`src/rtl/bnn_host_driver.sv`:
```
// bnn_host_driver: streams one image's pixel and weight bytes bit-serially into
// the BNN accelerator, then waits a fixed time and captures its 4-bit answer.

module bnn_host_stream #(
    parameter int BYTES = 98
) (
    input  logic       clk,
    input  logic       rst_n,
    input  logic       clr,
    input  logic       run_nx,
    input  logic       take,
    input  logic [7:0] data,
    input  logic       valid,
    output logic       ready,
    output logic       loaded,
    output logic       bit0
);
    localparam int RW = $clog2(BYTES + 1);

    logic [7:0]    sr, sr_nx, hb, hb_nx;
    logic [3:0]    cnt, cnt_nx;
    logic          hb_full, hbf_nx, accept;
    logic [RW-1:0] req, req_nx;

    assign accept = valid && ready;
    assign loaded = cnt != 4'd0;
    assign bit0   = sr[0];

    // ready depends only on the holding buffer, so a byte always has a slot
    always_comb begin
        sr_nx  = take ? sr >> 1 : sr;
        cnt_nx = take ? cnt - 4'd1 : cnt;
        hb_nx  = hb;
        hbf_nx = hb_full;
        req_nx = req + RW'(accept);
        if (take && cnt == 4'd1 && hb_full) begin
            sr_nx  = hb;
            cnt_nx = 4'd8;
            hbf_nx = 1'b0;
        end else if (accept && cnt_nx == 4'd0) begin
            sr_nx  = data;
            cnt_nx = 4'd8;
        end else if (accept) begin
            hb_nx  = data;
            hbf_nx = 1'b1;
        end
        if (clr) begin
            cnt_nx = '0;
            hbf_nx = 1'b0;
            req_nx = '0;
        end
    end

    always_ff @(posedge clk or negedge rst_n) begin
        if (!rst_n) begin
            sr      <= '0;
            hb      <= '0;
            cnt     <= '0;
            hb_full <= 1'b0;
            req     <= '0;
            ready   <= 1'b0;
        end else begin
            sr      <= sr_nx;
            hb      <= hb_nx;
            cnt     <= cnt_nx;
            hb_full <= hbf_nx;
            req     <= req_nx;
            ready   <= run_nx && !hbf_nx && (req_nx < RW'(BYTES));
        end
    end
endmodule

module bnn_host_driver #(
    parameter int PIX_BITS    = 784,
    parameter int WGT_BITS    = 2320,
    parameter int WAIT_CYCLES = 4096
) (
    input  logic       clk,
    input  logic       rst_n,
    input  logic       start,
    input  logic [7:0] pix_byte,
    input  logic       pix_valid,
    output logic       pix_ready,
    input  logic [7:0] wgt_byte,
    input  logic       wgt_valid,
    output logic       wgt_ready,
    output logic       bnn_mode,
    output logic       bnn_d_p,
    output logic       bnn_d_w,
    input  logic [3:0] bnn_answer,
    output logic [3:0] result,
    output logic       result_valid,
    output logic       busy,
    output logic       err_underrun
);
    localparam int BW = $clog2(WGT_BITS + 1);
    localparam int CW = $clog2(WAIT_CYCLES + 1);

    typedef enum logic [2:0] {IDLE, PREFETCH, SHIFT, WAIT, DONE} state_t;

    state_t        state, state_nx;
    logic [BW-1:0] bit_cnt;
    logic [CW-1:0] wait_cnt;
    logic          go, more, need_p, underrun, issue, take_p, run_nx, last_wait;
    logic          p_loaded, w_loaded, p_bit, w_bit;

    assign go        = start && (state == IDLE || state == DONE);
    assign more      = bit_cnt < BW'(WGT_BITS);
    assign need_p    = bit_cnt < BW'(PIX_BITS);
    assign underrun  = state == SHIFT && more && (!w_loaded || (need_p && !p_loaded));
    assign issue     = (state == PREFETCH && p_loaded && w_loaded) || (state == SHIFT && more && !underrun);
    assign take_p    = issue && need_p;
    assign last_wait = state == WAIT && wait_cnt == CW'(WAIT_CYCLES - 1);
    assign run_nx    = state_nx == PREFETCH || state_nx == SHIFT;

    bnn_host_stream #(.BYTES(PIX_BITS / 8)) u_pix (
        .clk(clk), .rst_n(rst_n), .clr(go), .run_nx(run_nx), .take(take_p),
        .data(pix_byte), .valid(pix_valid), .ready(pix_ready),
        .loaded(p_loaded), .bit0(p_bit)
    );

    bnn_host_stream #(.BYTES(WGT_BITS / 8)) u_wgt (
        .clk(clk), .rst_n(rst_n), .clr(go), .run_nx(run_nx), .take(issue),
        .data(wgt_byte), .valid(wgt_valid), .ready(wgt_ready),
        .loaded(w_loaded), .bit0(w_bit)
    );

    always_ff @(posedge clk or negedge rst_n) begin
        if (!rst_n) state <= IDLE;
        else        state <= state_nx;
    end

    always_comb begin
        state_nx = state;
        case (state)
            IDLE, DONE: if (start) state_nx = PREFETCH;
            PREFETCH:   if (p_loaded && w_loaded) state_nx = SHIFT;
            SHIFT:      state_nx = underrun ? IDLE : (more ? SHIFT : WAIT);
            WAIT:       if (last_wait) state_nx = DONE;
            default:    state_nx = IDLE;
        endcase
    end

    // the bit issued on an edge is the one presented during the following cycle
    always_ff @(posedge clk or negedge rst_n) begin
        if (!rst_n) begin
            bnn_d_w      <= 1'b0;
            bnn_d_p      <= 1'b0;
            bnn_mode     <= 1'b0;
            busy         <= 1'b0;
            bit_cnt      <= '0;
            wait_cnt     <= '0;
            result       <= '0;
            result_valid <= 1'b0;
            err_underrun <= 1'b0;
        end else begin
            bnn_d_w  <= issue && w_bit;
            bnn_d_p  <= take_p && p_bit;
            bnn_mode <= state_nx == SHIFT || state_nx == WAIT;
            busy     <= state_nx == PREFETCH || state_nx == SHIFT || state_nx == WAIT;
            bit_cnt  <= go ? '0 : bit_cnt + BW'(issue);
            wait_cnt <= state == WAIT ? wait_cnt + CW'(1) : '0;
            if (go) begin
                result_valid <= 1'b0;
                err_underrun <= 1'b0;
            end
            if (underrun) err_underrun <= 1'b1;
            if (last_wait) begin
                result       <= bnn_answer;
                result_valid <= 1'b1;
            end
        end
    end
endmodule

```
`config.mk`:
```
export PLATFORM = sky130hd
export DESIGN_NAME = bnn_host_driver
export DESIGN_NICKNAME = d
export VERILOG_FILES = /design/src/rtl/bnn_host_driver.sv
export SDC_FILE = /design/constraint.sdc
export NUM_CORES = 1
export LEC_CHECK = 0
export ABC_AREA = 1
export CAP_MARGIN = 20
export CORE_MARGIN = 8
export CORE_UTILIZATION = 63
export CTS_CLUSTER_SIZE = 24
export DETAILED_ROUTE_END_ITERATION = 12
export PLACE_DENSITY = 0.95
export SLEW_MARGIN = 20
export SYNTH_ARGS = -nofsm -noshare
export SYNTH_HDL_FRONTEND = slang
export SYNTH_SLANG_ARGS = --single-unit
```
`constraint.sdc`:
```
create_clock -name clk -period 6.9 [get_ports clk]
set_input_delay 1.38 -clock clk [delete_from_list [all_inputs] [get_ports clk]]
set_output_delay 1.38 -clock clk [all_outputs]
set_load 0.005 [all_outputs]
```
==> results of run 1 <==
## layout make-up
class                      count  area, µm²  area share, %
clock buffer                   9      123.9          2.191
sequential                    98       2452          43.37
timing repair buffer          37      365.4          6.462
tap                          102      127.6          2.257
multi-input combinational    417       2151          38.04
clock inverter                 7      78.83          1.394
inverter                      94      355.3          6.285
## power groups by stage
stage,registers (µW),logic [µW],clock network (µW)
detailed placement,809,804,0
CTS,798,817,385
floorplan,788,614,0
global placement,799,765,0
finish,800,821,377
global route,813,915,410
## metrics by stage
step           hold slack, ps  util, %  total power [µW]  std cells  setup slack (ps)
3_3_place_gp            446.9    70.55              1564        748              2870
6_report                469.7    73.17              1998        764              3057
4_1_cts                 468.9    73.17              1999        764              3102
5_1_grt                 498.9    73.17              2138        764              2852
3_5_place_dp            455.9    70.55              1612        748              2749
2_1_floorplan           432.9        -              1402        622              3646
## cells in the final DEF (no fill, tap or decap), drive strengths merged
cell type      instances
clkinv                 3
nand2                156
nor2                  73
o21a                   2
and3                   2
bufinv                 1
dfrtp                 98
nand4                 22
clkinvlp               3
nor3                  17
a21oi                 41
xor2                   3
xnor2                  1
clkbuf                 9
ha                    13
or2                    3
o311ai                 1
nand3b                 1
o31ai                  1
o21ai                 31
nand3                 44
a221oi                 1
clkdlybuf4s50         35
mux2                   4
o211ai                 1
inv                   94
buf                    2
## per-layer routing
layer	wire length (µm)	GRT usage, %	vias up
li1	-	-	2065
met1	4532	23.23	2023
met2	5643	35.12	121
met3	499	4.263	21
met4	208	8.461	0
met5	0	0	-
## sequential cells by signal, summed over array words and instances, names as in the netlist, 3 cells and up
| name | count |
|---|---|
| u_wgt.hb | 8 |
| u_pix.req | 7 |
| u_wgt.req | 9 |
| state | 3 |
| u_pix.hb | 8 |
| u_pix.cnt | 4 |
| result | 4 |
| u_wgt.cnt | 4 |
| u_pix.sr | 8 |
| wait_cnt | 13 |
| u_wgt.sr | 8 |
| bit_cnt | 12 |
## worst max path at each step
stage                     slack, ps                    end       from  cells after the start
final                          3060  u_wgt.ready$_DFF_PN0_      start                     10
after global routing           2850  u_wgt.ready$_DFF_PN0_      start                     10
after CTS                      3100  u_wgt.ready$_DFF_PN0_      start                     10
after detailed placement       2750  u_wgt.ready$_DFF_PN0_      start                     10
after global placement         2870  u_wgt.ready$_DFF_PN0_      start                     10
after floorplan                3650  u_wgt.ready$_DFF_PN0_  wgt_valid                     16
## cells in the mapped netlist (all sizes together), types with 2 or more instances
library cell	count	area, µm²
or2	3	18.77
o21a	2	15.01
dfrtp	98	2452
buf	8	62.55
nor2	73	311.6
nand2	156	608.1
and3	2	12.51
clkbuf	5	18.77
nor3	17	95.09
o21ai	31	162.7
xor2	3	26.28
ha	13	162.7
nand3	44	277.8
inv	93	351.6
a21oi	41	216.5
mux2	4	45.04
nand4	22	150.1
## critical path: cells and delay by family
family | cells | cell delay, ps
buffers and inverters | 3 | 1190
AO/OA/AOI/OAI | 2 | 400
AND/OR/NAND/NOR | 5 | 1190
## cells by family after synthesis
group | Yosys count | share of synthesized area, %
and+or+nand+nor | 318 | 29.39
adders and majority gates | 13 | 3.227
xor gates and xnor gates | 4 | 0.6953
buffers and inverters | 107 | 8.664
DFF | 98 | 48.66
muxes | 4 | 0.8937
AOI/OAI and AO/OA | 78 | 8.466
==> results_dict.tcl, run 1 <==
set metrics [dict create \
    outcome "finished, final reports clean" \
    p_per_area_nw_per_um2 353.4 \
    skew_ps 10.35 \
    synthCells 622 \
    rsz0062_at_grt "no" \
    grt_start_max_net_pins 57 \
    insertedDiodeCount 0 \
    fin_setup_tns_ps 0 \
    synth_area_um2 5040 \
    critPathKind "in -> reg" \
    die_h_um 105.4 \
    die_x_um 105.4 \
    fin_nets 695 \
    cts.clk_slew.worst_paths_ps 100 \
    period_needed_ps 3843 \
    switching_share_pct 41.79 \
    hold-path-endpoint "wait_cnt[0]$_DFF_PN0_" \
    reg2reg_depth 18 \
    ys_seq_area_share_pct 48.66 \
    cts.sinks 98 \
    core_um2 7727 \
    io_buffers 36 \
    gr-usage-all-layers_pct 20.05 \
    drt_wl_total_mm 10.88 \
    ys_ff_latch 98 \
    synth-async-reset-ratio_pct 100.0 \
    gp_routability_congestion 0.8160 \
    p_int_uw 1163 \
    crit_path_start_kind "input pin" \
    hold_start "wait_cnt[0]$_DFF_PN0_" \
    dr_total_vias 4230 \
    hold_class "reg -> reg" \
    critPathCaptureType "flop" \
    p_switching_uw 835.1 \
    power_leakage_uw 0.002925 \
    postRouteAntennaNets 0 \
    finalSetupViolCount 0 \
    regToRegSetupSlack_ps 3800 \
    synthesis.nets 660 \
    syn_avg_cell_area_um2 8.103 \
    maxCapViolCount 0 \
    synth_edf_count 0 \
    crit_fanout 18 \
    drt-wirelength-per-cell_um 14.24 \
    rows 32 \
    ctsResizeCount 0 \
    max-vdd-ir-drop_mv 0.1894 \
    grt_first_pass_wirelength_mm 18.56 \
    slowest_stage "clkinv_1" \
    first_global_vias 4166 \
    hold_depth 1 \
    die-area_um2 11120 \
    via_per_inst 5.537 \
    ctsHoldBuffers 0 \
    post-route-drc-count 0 \
    numCtsBuffers 9 \
    ys_types 39 \
    drt_pass1_iterations 5 \
    hold_viol_final 0 \
    period_share_pct 55.70 \
    pin_count 37 \
    slew_viol_final 0 \
    antenna_found_initial 0 \
    cts.path.max_buffers 2 \
    fillers 525 \
    comb_power_share_pct 41.1 \
    clk_latency_ps 370 \
    critical_path.cell_chain "clkdlybuf4s50_1 > inv_1 > nor2_2 > clkinv_1 > nand3_1 > nand2_1 > o31ai_1 > nand2_1 > o21a_1 > nor2_1" \
    first_iter_violations 381 \
    worst_r2r_startpoint "u_wgt.cnt[0]$_DFF_PN0_" \
    drive_above_1_share_pct 8.157 \
    htree_levels 3 \
    fin_area_um2 5654 \
    dp_hpwl_mm 7.570 \
    grt-ovfl-total 0 \
    initial_core_util_pct 65.22 \
    cts_tree "built" \
    ys_warn_count 0 \
    seqPwrFrac_pct 40.0 \
    slew_headroom_pct 42.18 \
    worst_slew_pin_slew_ps 860.7 \
    max_stage_delay_ps 670 \
    cts_setup_buffers 0 \
    cts_root_buf "clkbuf_8" \
    power_frac_clock_pct 18.9 \
    critical_path_required_ps 7200 \
    area_growth_pct 12.19 \
    timing.fmax_mhz 260.2 \
    arrival_ps 4140 \
    placed_area_um2 5451 \
    reg2reg_to "bit_cnt[10]$_DFF_PN0_" \
    ys.flop_type "dfrtp_1" \
    path_common_cell "nand2_1" \
]
Note: power is estimated with default switching activity, not from simulation.
==> inputs of run 2 (changes only) <==
- CORE_UTILIZATION: 63 -> 53
- PLACE_DENSITY: 0.95 -> 0.88
- clock period: 6.9 -> 3.5 ns (I/O delays scaled with it)
==> results_dict.tcl, run 2 (same netlist as run 1, synthesis figures left out) <==
set metrics [dict create \
    p_switching_uw 1587 \
    cts_setup_buffers 0 \
    drt_wl_total_mm 10.25 \
    die-area_um2 12890 \
    grt_first_pass_wirelength_mm 17.77 \
    fin_setup_tns_ps 0 \
    slew_headroom_pct 59.30 \
    cts.sinks 98 \
    via_per_inst 5.242 \
    crit_path_start_kind "flop" \
    postRouteAntennaNets 0 \
    drt_pass1_iterations 5 \
    power_frac_clock_pct 18.9 \
    insertedDiodeCount 0 \
    hold_viol_final 0 \
    reg2reg_depth 18 \
    worst_slew_pin_slew_ps 610.4 \
    reg2reg_to "bit_cnt[10]$_DFF_PN0_" \
    critical_path.cell_chain "inv_1 > ha_1 > nand2_1 > nand3_2 > nand2_4 > nand2_4 > inv_4 > ha_1 > ha_1 > nand2_1 > nor2_1 > inv_1 > nor2_1 > nand3_1 > nor3_1 > nand3_1 > nand2_1 > a21oi_1" \
    grt-ovfl-total 0 \
    fillers 756 \
    regToRegSetupSlack_ps 610 \
    regMostFlops "wait_cnt" \
    first_iter_violations 337 \
    arrival_ps 3140 \
    slowest_stage "dfrtp_1" \
    slew_viol_final 0 \
    dp_hpwl_mm 7.350 \
    finalSetupViolCount 0 \
    first_global_vias 4021 \
    worst_r2r_startpoint "u_pix.cnt[0]$_DFF_PN0_" \
    drt-wirelength-per-cell_um 12.87 \
    gr-usage-all-layers_pct 16.57 \
    grt_start_max_net_pins 53 \
    clk_latency_ps 360 \
    ctsResizeCount 0 \
    timing.fmax_mhz 345.9 \
    antenna_found_initial 0 \
    pin_count 37 \
    p_int_uw 2345 \
    largest_reg_flops 13 \
    fin_nets 700 \
    critPathCaptureType "flop" \
    rsz0062_at_grt "no" \
    p_per_area_nw_per_um2 685.2 \
    post-route-drc-count 0 \
    cts_tree "built" \
    core_um2 9240 \
    max_stage_delay_ps 410 \
    rows 35 \
    cts.clk_slew.worst_paths_ps 90 \
    max-vdd-ir-drop_mv 0.3273 \
    dr_total_vias 4173 \
    htree_levels 3 \
    most-common-layout-cells "nand2_1 (153), dfrtp_1 (98), inv_1 (90)" \
    maxCapViolCount 0 \
    dp_cells 780 \
    seq_area_um2 2452 \
    cts.path.max_buffers 2 \
    io_buffers 36 \
    final_common_cell "nand2_1" \
    multi_input_area_um2 2151 \
    period_needed_ps 2891 \
    period_share_pct 82.60 \
    switching_share_pct 40.37 \
    cts_root_buf "clkbuf_8" \
    comb_power_share_pct 41.0 \
    critPathKind "reg -> reg" \
    largestRegisters "wait_cnt: 13 flops, bit_cnt: 12 flops, u_wgt.req: 9 flops" \
    skew_ps 13.56 \
    critical_path_required_ps 3750 \
    numCtsBuffers 9 \
    area_growth_pct 13.88 \
    drive_above_1_share_pct 8.846 \
    power_leakage_uw 0.002968 \
    seqPwrFrac_pct 40.0 \
    ctsHoldBuffers 0 \
    crit_fanout 17 \
    total_power_uw 3933 \
    finalNonFillerCells 796 \
    gp_routability_congestion 0.8380 \
    postLayoutSetupSlackWorst_ps 609.0 \
    outcome "finished, final reports clean" \
    post-place-ws_ps 630.9 \
    die_h_um 113.5 \
    die_x_um 113.5 \
    initial_core_util_pct 54.54 \
    hold_class "in -> async" \
]
-- run 2: critical path: cells and delay by family, from the launching register on --
kind,cells,cell delay [ps]
compound gates,1,40
buf+inv,3,270
fa+ha+maj,3,580
simple gates,11,1470
flops,1,410
-- run 2: routing by layer --
layer  vias to the layer above  track usage (%)  wire length (µm)  part of all wire [%]
li1                       2072                -                 -                     -
met1                      1996            19.64              4511                    44
met2                        89            28.80              5183                    51
met3                        16            3.592               414                   4.0
met4                         0            6.217               138                   1.3
met5                         -                0                 0                     0
-- run 2: cell type report --
type | instances | area share [%]
clock inverter | 5 | 0.9156
inverter | 94 | 6.191
multi-input combinational | 417 | 37.48
timing repair buffer | 42 | 7.238
clock buffer | 11 | 2.638
sequential | 98 | 42.73
tap | 129 | 2.812
-- run 2: worst max-delay path by stage --
stage	endpoint	from	cells after the start	slack, ps
2_1_floorplan	u_wgt.ready$_DFF_PN0_	wgt_valid	16	930
3_3_place_gp	u_wgt.ready$_DFF_PN0_	wgt_valid	16	790
3_5_place_dp	bit_cnt[10]$_DFF_PN0_	u_pix.cnt[0]$_DFF_PN0_	18	630
4_1_cts	bit_cnt[10]$_DFF_PN0_	u_pix.cnt[0]$_DFF_PN0_	18	620
5_1_grt	bit_cnt[10]$_DFF_PN0_	u_wgt.cnt[0]$_DFF_PN0_	18	310
6_report	bit_cnt[10]$_DFF_PN0_	u_pix.cnt[0]$_DFF_PN0_	18	610
-- run 2: power groups by stage --
stage	Combinational (µW)	Sequential [µW]	Clock, µW
2_1_floorplan	1210	1550	0
3_3_place_gp	1530	1580	0
3_5_place_dp	1600	1590	0
4_1_cts	1620	1570	764
5_1_grt	1800	1600	801
6_report	1610	1570	745
-- run 2: metrics by stage --
step	hold slack, ps	area (µm²)	utilization [%]
after floorplan	404.4	5040	-
final	334.3	5739	62.11
after CTS	357.2	5739	62.11
after global routing	376.1	5739	62.11
after detailed placement	459.8	5535	59.91
after global placement	452.8	5535	59.91
